$ cat src/rtl/moore_detector_scheduler.sv
// Round-robin front end that time-shares one serial Moore detector.
// Each granted word is shifted in LSB-first and its MATCH_STATE samples counted.
module moore_detector_scheduler #(
  parameter int         N_REQ       = 4,
  parameter int         ID_W        = 2,
  parameter int         WIDTH       = 8,
  parameter int         CNT_W       = 4,
  parameter logic [1:0] MATCH_STATE = 2'b11
) (
  input  logic                   clock,
  input  logic                   reset,
  input  logic [N_REQ-1:0]       req,
  input  logic [N_REQ*WIDTH-1:0] data,
  output logic [N_REQ-1:0]       grant,
  output logic                   x_out,
  output logic                   det_rst_n,
  input  logic [1:0]             y_in,
  output logic                   busy,
  output logic                   done,
  output logic [ID_W-1:0]        done_id,
  output logic [CNT_W-1:0]       match_count
);

  typedef enum logic [2:0] {
    S_IDLE,
    S_LOAD,
    S_SHIFT,
    S_DRAIN,
    S_DONE
  } state_t;

  state_t             state_q, state_d;
  logic [ID_W-1:0]    ptr_q, ptr_d;
  logic [ID_W-1:0]    id_q, id_d;
  logic [WIDTH-1:0]   sh_q, sh_d;
  logic [CNT_W-1:0]   bit_q, bit_d;
  logic [CNT_W-1:0]   cnt_q, cnt_d;
  logic [N_REQ-1:0]   grant_q, grant_d;
  logic               x_q, x_d;
  logic               drst_q, drst_d;
  logic               busy_q, busy_d;
  logic               done_q, done_d;
  logic [ID_W-1:0]    done_id_q, done_id_d;
  logic [CNT_W-1:0]   mcnt_q, mcnt_d;

  logic [2*N_REQ-1:0] rr;
  logic [N_REQ-1:0]   rot;
  logic               any_req;
  logic [ID_W:0]      win_w;
  logic [ID_W:0]      nxt_w;
  logic [ID_W-1:0]    win;
  logic [ID_W-1:0]    nxt;
  logic [WIDTH-1:0]   word;
  logic [N_REQ-1:0]   onehot;
  logic               hit;

  // Rotate requests so bit 0 is the pointer; lowest set bit wins.
  always_comb begin
    rr      = {req, req} >> ptr_q;
    rot     = rr[N_REQ-1:0];
    any_req = 1'b0;
    win_w   = '0;
    for (int off = N_REQ - 1; off >= 0; off--) begin
      if (rot[off]) begin
        any_req = 1'b1;
        win_w   = {1'b0, ptr_q} + (ID_W+1)'(off);
      end
    end
    if (win_w >= (ID_W+1)'(N_REQ)) begin
      win_w = win_w - (ID_W+1)'(N_REQ);
    end
    win   = win_w[ID_W-1:0];
    nxt_w = win_w + (ID_W+1)'(1);
    if (nxt_w >= (ID_W+1)'(N_REQ)) begin
      nxt_w = '0;
    end
    nxt = nxt_w[ID_W-1:0];
  end

  always_comb begin
    word   = '0;
    onehot = '0;
    for (int k = 0; k < N_REQ; k++) begin
      if (win == ID_W'(k)) begin
        word      = data[k*WIDTH +: WIDTH];
        onehot[k] = 1'b1;
      end
    end
  end

  assign hit = (y_in == MATCH_STATE);

  always_comb begin
    state_d   = state_q;
    ptr_d     = ptr_q;
    id_d      = id_q;
    sh_d      = sh_q;
    bit_d     = bit_q;
    cnt_d     = cnt_q;
    grant_d   = '0;
    x_d       = x_q;
    drst_d    = drst_q;
    busy_d    = busy_q;
    done_d    = done_q;
    done_id_d = done_id_q;
    mcnt_d    = mcnt_q;
    unique case (state_q)
      S_IDLE: begin
        drst_d = 1'b1;
        x_d    = 1'b0;
        if (any_req) begin
          sh_d    = word;
          id_d    = win;
          grant_d = onehot;
          drst_d  = 1'b0;
          busy_d  = 1'b1;
          ptr_d   = nxt;
          state_d = S_LOAD;
        end
      end
      S_LOAD: begin
        drst_d  = 1'b1;
        cnt_d   = '0;
        bit_d   = '0;
        x_d     = sh_q[0];
        sh_d    = sh_q >> 1;
        state_d = S_SHIFT;
      end
      S_SHIFT: begin
        // y_in in cycle 0 is the cleared state, not a bit result
        if (bit_q != '0 && hit) begin
          cnt_d = cnt_q + CNT_W'(1);
        end
        if (bit_q == CNT_W'(WIDTH - 1)) begin
          x_d     = 1'b0;
          state_d = S_DRAIN;
        end else begin
          x_d   = sh_q[0];
          sh_d  = sh_q >> 1;
          bit_d = bit_q + CNT_W'(1);
        end
      end
      S_DRAIN: begin
        mcnt_d    = cnt_q + CNT_W'(hit);
        done_d    = 1'b1;
        done_id_d = id_q;
        state_d   = S_DONE;
      end
      S_DONE: begin
        done_d  = 1'b0;
        busy_d  = 1'b0;
        state_d = S_IDLE;
      end
      default: begin
        state_d = S_IDLE;
      end
    endcase
  end

  always_ff @(posedge clock or negedge reset) begin
    if (!reset) begin
      state_q   <= S_IDLE;
      ptr_q     <= '0;
      id_q      <= '0;
      sh_q      <= '0;
      bit_q     <= '0;
      cnt_q     <= '0;
      grant_q   <= '0;
      x_q       <= 1'b0;
      drst_q    <= 1'b0;
      busy_q    <= 1'b0;
      done_q    <= 1'b0;
      done_id_q <= '0;
      mcnt_q    <= '0;
    end else begin
      state_q   <= state_d;
      ptr_q     <= ptr_d;
      id_q      <= id_d;
      sh_q      <= sh_d;
      bit_q     <= bit_d;
      cnt_q     <= cnt_d;
      grant_q   <= grant_d;
      x_q       <= x_d;
      drst_q    <= drst_d;
      busy_q    <= busy_d;
      done_q    <= done_d;
      done_id_q <= done_id_d;
      mcnt_q    <= mcnt_d;
    end
  end

  assign grant       = grant_q;
  assign x_out       = x_q;
  assign det_rst_n   = drst_q;
  assign busy        = busy_q;
  assign done        = done_q;
  assign done_id     = done_id_q;
  assign match_count = mcnt_q;

endmodule

$ cat config.mk
export PLATFORM = sky130hd
export DESIGN_NAME = moore_detector_scheduler
export DESIGN_NICKNAME = d
export VERILOG_FILES = /design/src/rtl/moore_detector_scheduler.sv
export SDC_FILE = /design/constraint.sdc
export NUM_CORES = 1
export LEC_CHECK = 0
export BUFFER_PORTS_ARGS = -buffer_cell sky130_fd_sc_hd__buf_2
export CAP_MARGIN = 10
export CORE_MARGIN = 1.5
export CORE_UTILIZATION = 55
export CTS_BUF_LIST = sky130_fd_sc_hd__clkbuf_8
export DETAILED_ROUTE_END_ITERATION = 8
export GPL_TIMING_DRIVEN = 0
export PLACE_DENSITY = 0.8
export SYNTH_ARGS = -nofsm -noshare
export SYNTH_HDL_FRONTEND = slang
export SYNTH_SLANG_ARGS = --single-unit
$ cat constraint.sdc
create_clock -name clock -period 2.5 [get_ports clock]
set_input_delay 0.125 -clock clock [delete_from_list [all_inputs] [get_ports clock]]
set_output_delay 0.125 -clock clock [all_outputs]
set_load 0.05 [all_outputs]
-- Yosys cells after proc, flatten, opt, wreduce, memory -nomap -nowiden
Index checks and enable logic that the tools add are counted.
- register bits after elaboration: 37
- word-level logic and storage cells: 89
- output and inout bits: 14
- mux-type cells: 37
- equality and inequality tests: 13
- reduce and logical (&&, ||, !) cells: 15
- $lt $le $gt $ge: 2
- shift-type cells: 1
- add/sub/neg operators: 8
- operator list (cell ; number):
    two-way mux 8 bit ; 6
    one-hot mux 8 bit (3 select lines) ; 1
    two-way mux 3 bit ; 7
    two-way mux 4 bit ; 4
    one-hot mux 4 bit (2 select lines) ; 2
    one-hot mux 3 bit (4 select lines) ; 1
    two-way mux 1 bit ; 11
    AND reduction 2 bit ; 5
    adder 4 x 1 -> 4 bit, second input constant ; 2
    inequality test 2 bit, second input constant ; 4
    nonzero test 2 bit ; 4
    >> shifter 8 x 2 -> 4 bit ; 1
    adder 2 x 2 -> 3 bit, second input constant ; 2
    == test 2 bit, second input constant ; 3
    == test 3 x 2 -> 1 bit, second input constant ; 2
    >= comparator 3 bit, second input constant ; 2
    one-hot mux 1 bit (2 select lines) ; 3
    adder 4 x 1 -> 4 bit ; 1
    == test 4 x 3 -> 1 bit, second input constant ; 1
    nonzero test 4 bit ; 1
    adder 2 x 1 -> 3 bit, second input constant ; 1
    adder 3 x 1 -> 3 bit, second input constant ; 1
    == test 3 x 1 -> 1 bit, second input constant ; 1
    == test 3 bit, second input constant ; 1
    9 further kinds ; 9

-- Longest topological paths before layout
- word-level depth: 14
- depth in mapped cells: 11
- mapped depth without buffers: 9

-- Worst setup path before layout
OpenSTA, ideal clock, no wires.
- kind: reg-to-reg
- start: reg ptr_q[1]
- end: reg sh_q[5]
- cell stages (with the launch flop): 12
- clock period less this slack: 2.193 ns
- path buffers: 2
- path slack: 0.307 ns
- data arrival time: 2.064 ns
- path through: dfrtp_1 -> mux2i_1 -> o22ai_1 -> a21oi_1 -> inv_1 -> ha_1 -> buf_2 -> clkbuf_1 -> a21oi_1 -> o21ai_0 -> a221oi_1 -> o31ai_1
- cells in the longest elaborated chain, start to end: 14
- elaborated cells between the ends (all ways): 27
- those cells by class: add/sub: 4; order compare: 1; eq/ne: 4; shift: 1; mux: 15; reduce/logical: 2
- ends and longest elaborated chain (what ; RTL line ; text):
    start: declaration ; 33 ; logic [ID_W-1:0] ptr_q, ptr_d;
    start signal: assignment ; 177 ; ptr_q <= ptr_d;
    adder 2 x 2 -> 3 bit or >> shifter 8 x 2 -> 4 bit (tied branches) ; 66, 59 ;
    two-way mux 3 bit (3 in series) ; 64 ; if (rot[off]) begin
    two-way mux 3 bit * ; 64 ;
    >= comparator 3 bit or subtractor 3 bit (tied branches) ; 69, 70 ;
    two-way mux 3 bit * ; 69 ; if (win_w >= (ID_W+1)'(N_REQ)) begin
    net win_w[0] ; 49 ; logic [ID_W:0] win_w;
    zero test 2 bit ; 84 ; if (win == ID_W'(k)) begin
    two-way mux 8 bit (3 in series) ; 84 ;
    two-way mux 8 bit * ; 84 ;
    two-way mux 8 bit * ; 111 ; if (any_req) begin
    one-hot mux 8 bit (3 select lines) * ; 107 ; unique case (state_q)
    end signal: assignment ; 165 ; sh_q <= '0;
    end signal: assignment ; 179 ; sh_q <= sh_d;
    end: declaration ; 35 ; logic [WIDTH-1:0] sh_q, sh_d;
Mark *: on every way through the listed nets, which the timed path passes. The rest lies on a longest branch. The select of a mux whose other input is x is not followed.
A chain may end at the register's enable or synchronous reset.

-- Final worst setup path
Same ends and word-level chain as after synthesis.

==> out/results.txt <==
Placer Congestion: 0.809
Startpoint type of the worst setup path: register
Clock Tree Root: clkbuf_8
Placed Area: 2430 um^2
Core Footprint: 3660 um^2
Vias: 1853
Top routing layer in use: met4
Sequential-to-total area share from yosys stat: 43.9%
Met2 WL: 2.29 mm
Detailed Place HPWL: 3.37 mm
Hold Crit Endpoint: sh_q[7]
TritonCTS Buffers: 5
Synth Area in Compound Gates: 22.2%
Path depth of the worst reg2reg path: 11
FF-to-FF setup slack: 230 ps
Initial core utilization: 57.6%
Power density over the cells: 1260 nW/um^2
Fillers: 286
CP cell instances: mux2i_1 -> o22ai_1 -> a21oi_2 -> inv_1 -> ha_1 -> buf_2 -> buf_4 -> a21oi_1 -> o21ai_1 -> a221oi_2 -> o31ai_1
Largest net degree at the start of global routing: 38
Setup Crit Path Kind: register to register
Clock Skew: 4.60 ps
Largest family of logic cells by synthesized area: compound AO/OA/AOI/OAI gates
Worst-path clk slew: 80 ps
Antenna cells: 0
Layout cell share with drive strength beyond 1: 31.1%
Pre-antenna DRT Iters: 4
Die area: 4220 um^2
Worst Hold Path Cells: 3
Final period utilization: 91.0%
CTS Sinks: 37
First-pass GRT wire length: 8.09 mm
Most frequent cells in the layout: buf_2 (58), dfrtp_1 (36), nand2_1 (24), a21oi_1 (22), inv_1 (19)
Wirelength per Cell: 13.3 um
Post-layout min period: 2270 ps
Layout area overhead: 22.1%
Post-layout net count: 341
Mapped Area: 2110 um^2
Total GRT Usage: 24.3%
Max Clk Rate: 0.440 GHz
Rel. slew slack: 46.0%
Final Max Slew Viols: 0
Largest cells by area after synthesis: dfrtp_1 (44%), a21oi_1 (5.5%), ha_1 (5.3%)
Outcome: completed
Post-Synth Simple-Gate Area: 15.7%
Vias in the first global route: 1869
DIE HEIGHT: 64.9 um
Hold wc startpoint: data[31]
Worst Tran Pin Value: 810 ps
Unique masters post-synth: 47
Adder-cell area share of the yosys netlist: 5.34%
M1 WL: 2.00 mm
Cell taking the most area after synthesis: dfrtp_1
Most common cell after layout, fill and taps aside: buf_2
Post-Syn Nets: 279
Endpoint of the worst register-to-register path: sh_q[5]
Remaining Overflow, GRT: 0
Crit-path max cell delay: 420 ps
Setup ws final: 226 ps
Post-Syn Instances: 230
Num rows: 22
Drt drc: 0
Critical Path RT: 2670 ps
Met3 routed WL: 199 um
DP Worst Slack: -108 ps
Slowest stage cell, crit path: dfrtp_2
YS warnings: 0
Ys flop type: dfrtp_1
Critical-path maximum fanout: 10
Post-route core utilization: 70.4%
Min-delay worst type: input port to register
Setup TNS: 0 ps
Clk_lat worst skew: 290 ps
Setup Viol. Count Final: 0
Synth Area in XOR/XNOR: 1.66%
Mean Syn Cell Area: 9.17 um^2
Ys async rst share: 100%
Number of synthesized flops with an enable pin: 0
Antenna violations before repair: 0
Final Hold Vio Count: 0
ANT nets after route: 0
RSZ-0062 raised after global routing: no
VDD IR max: 659 uV
Critical Path AT: 2450 ps
CP delay by family, top: compound AO/OA/AOI/OAI gates
Ports: 54
Number of buffers inserted by port buffering: 53
Multi-input logic area: 1060 um^2
Routed Wire Length: 4.52 mm
Type of destination of the critical path: register
Via/cell ratio: 5.43
Reg area: 927 um^2
Htree depth: 2
CTS tree: done
Bufs and invs on worst path: 3
Reg2reg start: ptr_q[1]
Initial DRC count: 104
Multiplexer share of the synthesized area: 4.74%
Pleak: 1.27 nW
Post-layout instance area: 2580 um^2
Die extent in x: 64.9 um
Total of max-cap violations: 0
Synthesized flop and latch total: 37
Longest Clk Path Bufs: 2
Synth top area share: 43.9%
==> logic make-up (layout without fill, tap and decap cells) <==
logic type,Yosys count,after routing
mux,9,9
flops,37,37
fa+ha+maj,9,9
buf+inv,33,96
simple gates,67,67
compound gates,71,71
xor+xnor,4,4
==> metrics by stage <==
| stage | hold slack (ps) | cells | total power, mW |
|---|---|---|---|
| 4_1_cts | 196 | 340 | 3.20 |
| 2_1_floorplan | -171 | 230 | 2.34 |
| 3_5_place_dp | 263 | 331 | 2.75 |
| 5_1_grt | 204 | 341 | 3.53 |
| 6_report | 202 | 341 | 3.24 |
| 3_3_place_gp | 265 | 331 | 2.70 |
==> metal layers <==
| metal | global-route usage, % | up-vias |
|---|---|---|
| met5 | 0 | - |
| met4 | 7.18 | 0 |
| met3 | 4.34 | 2 |
| met2 | 42.8 | 57 |
| met1 | 30.5 | 857 |
| li1 | - | 937 |
==> final cells by class <==
type,count,area share [%]
sequential,37,36.0
tap,48,2.33
buffer,11,2.38
multi-input combinational,160,41.1
clock buffer,6,3.21
timing repair buffer,57,11.6
inverter,20,2.91
clock inverter,2,0.534
==> tightest hold or removal path, delay by kind of cell <==
family	cells	cell delay, ps
AO/OA/AOI/OAI	2	250
buffers and inverters	1	80
==> synthesized netlist by cell type (2+ instances only) <==
library cell	count
a21oi_1	23
a221oi_1	7
and2_1	5
buf_1	3
buf_2	5
clkbuf_1	4
dfrtp_1	37
ha_1	9
inv_1	19
mux2_2	8
nand2_1	24
nand2b_1	2
nand3_1	5
nand3b_1	3
nor2_1	17
o21ai_0	19
o22a_1	2
o31ai_1	7
xor2_1	3
==> worst max path at each step <==
stage / end / slack, ps / cells past startpoint / startpoint
2_1_floorplan: sh_q[5] / 310 / 11 / ptr_q[1]
3_3_place_gp: sh_q[0] / -7 / 9 / ptr_q[1]
3_5_place_dp: sh_q[1] / -110 / 9 / ptr_q[1]
4_1_cts: sh_q[1] / 9 / 10 / ptr_q[1]
5_1_grt: sh_q[1] / 20 / 10 / ptr_q[1]
6_report: sh_q[5] / 230 / 11 / ptr_q[1]
==> sequential cells by signal (all words and copies together) (netlist names) <==
name / flops
grant: 4
state_q: 3
id_q: 2
sh_q: 8
busy: 1
ptr_q: 2
det_rst_n: 1
cnt_q: 4
match_count: 4
x_out: 1
done: 1
bit_q: 4
done_id: 2
==> power breakdown <==
part	switching, mW	internal, mW
Clock	0.218	0.223
Combinational	1.10	0.686
Sequential	0.164	0.843
Total	1.49	1.75
==> repair_timing <==
| action | 4_1_cts | 5_1_grt |
|---|---|---|
| pin swaps | 0 | 1 |
| cloned | 0 | 0 |
| buffers inserted | 0 | 3 |
| endpoints found under the hold margin | 37 | 0 |
| hold buffers | 1 | 0 |
| setup endpoints to repair | 8 | 8 |
| resized for setup | 1 | 14 |
Note: power is estimated with default switching activity, not from simulation.
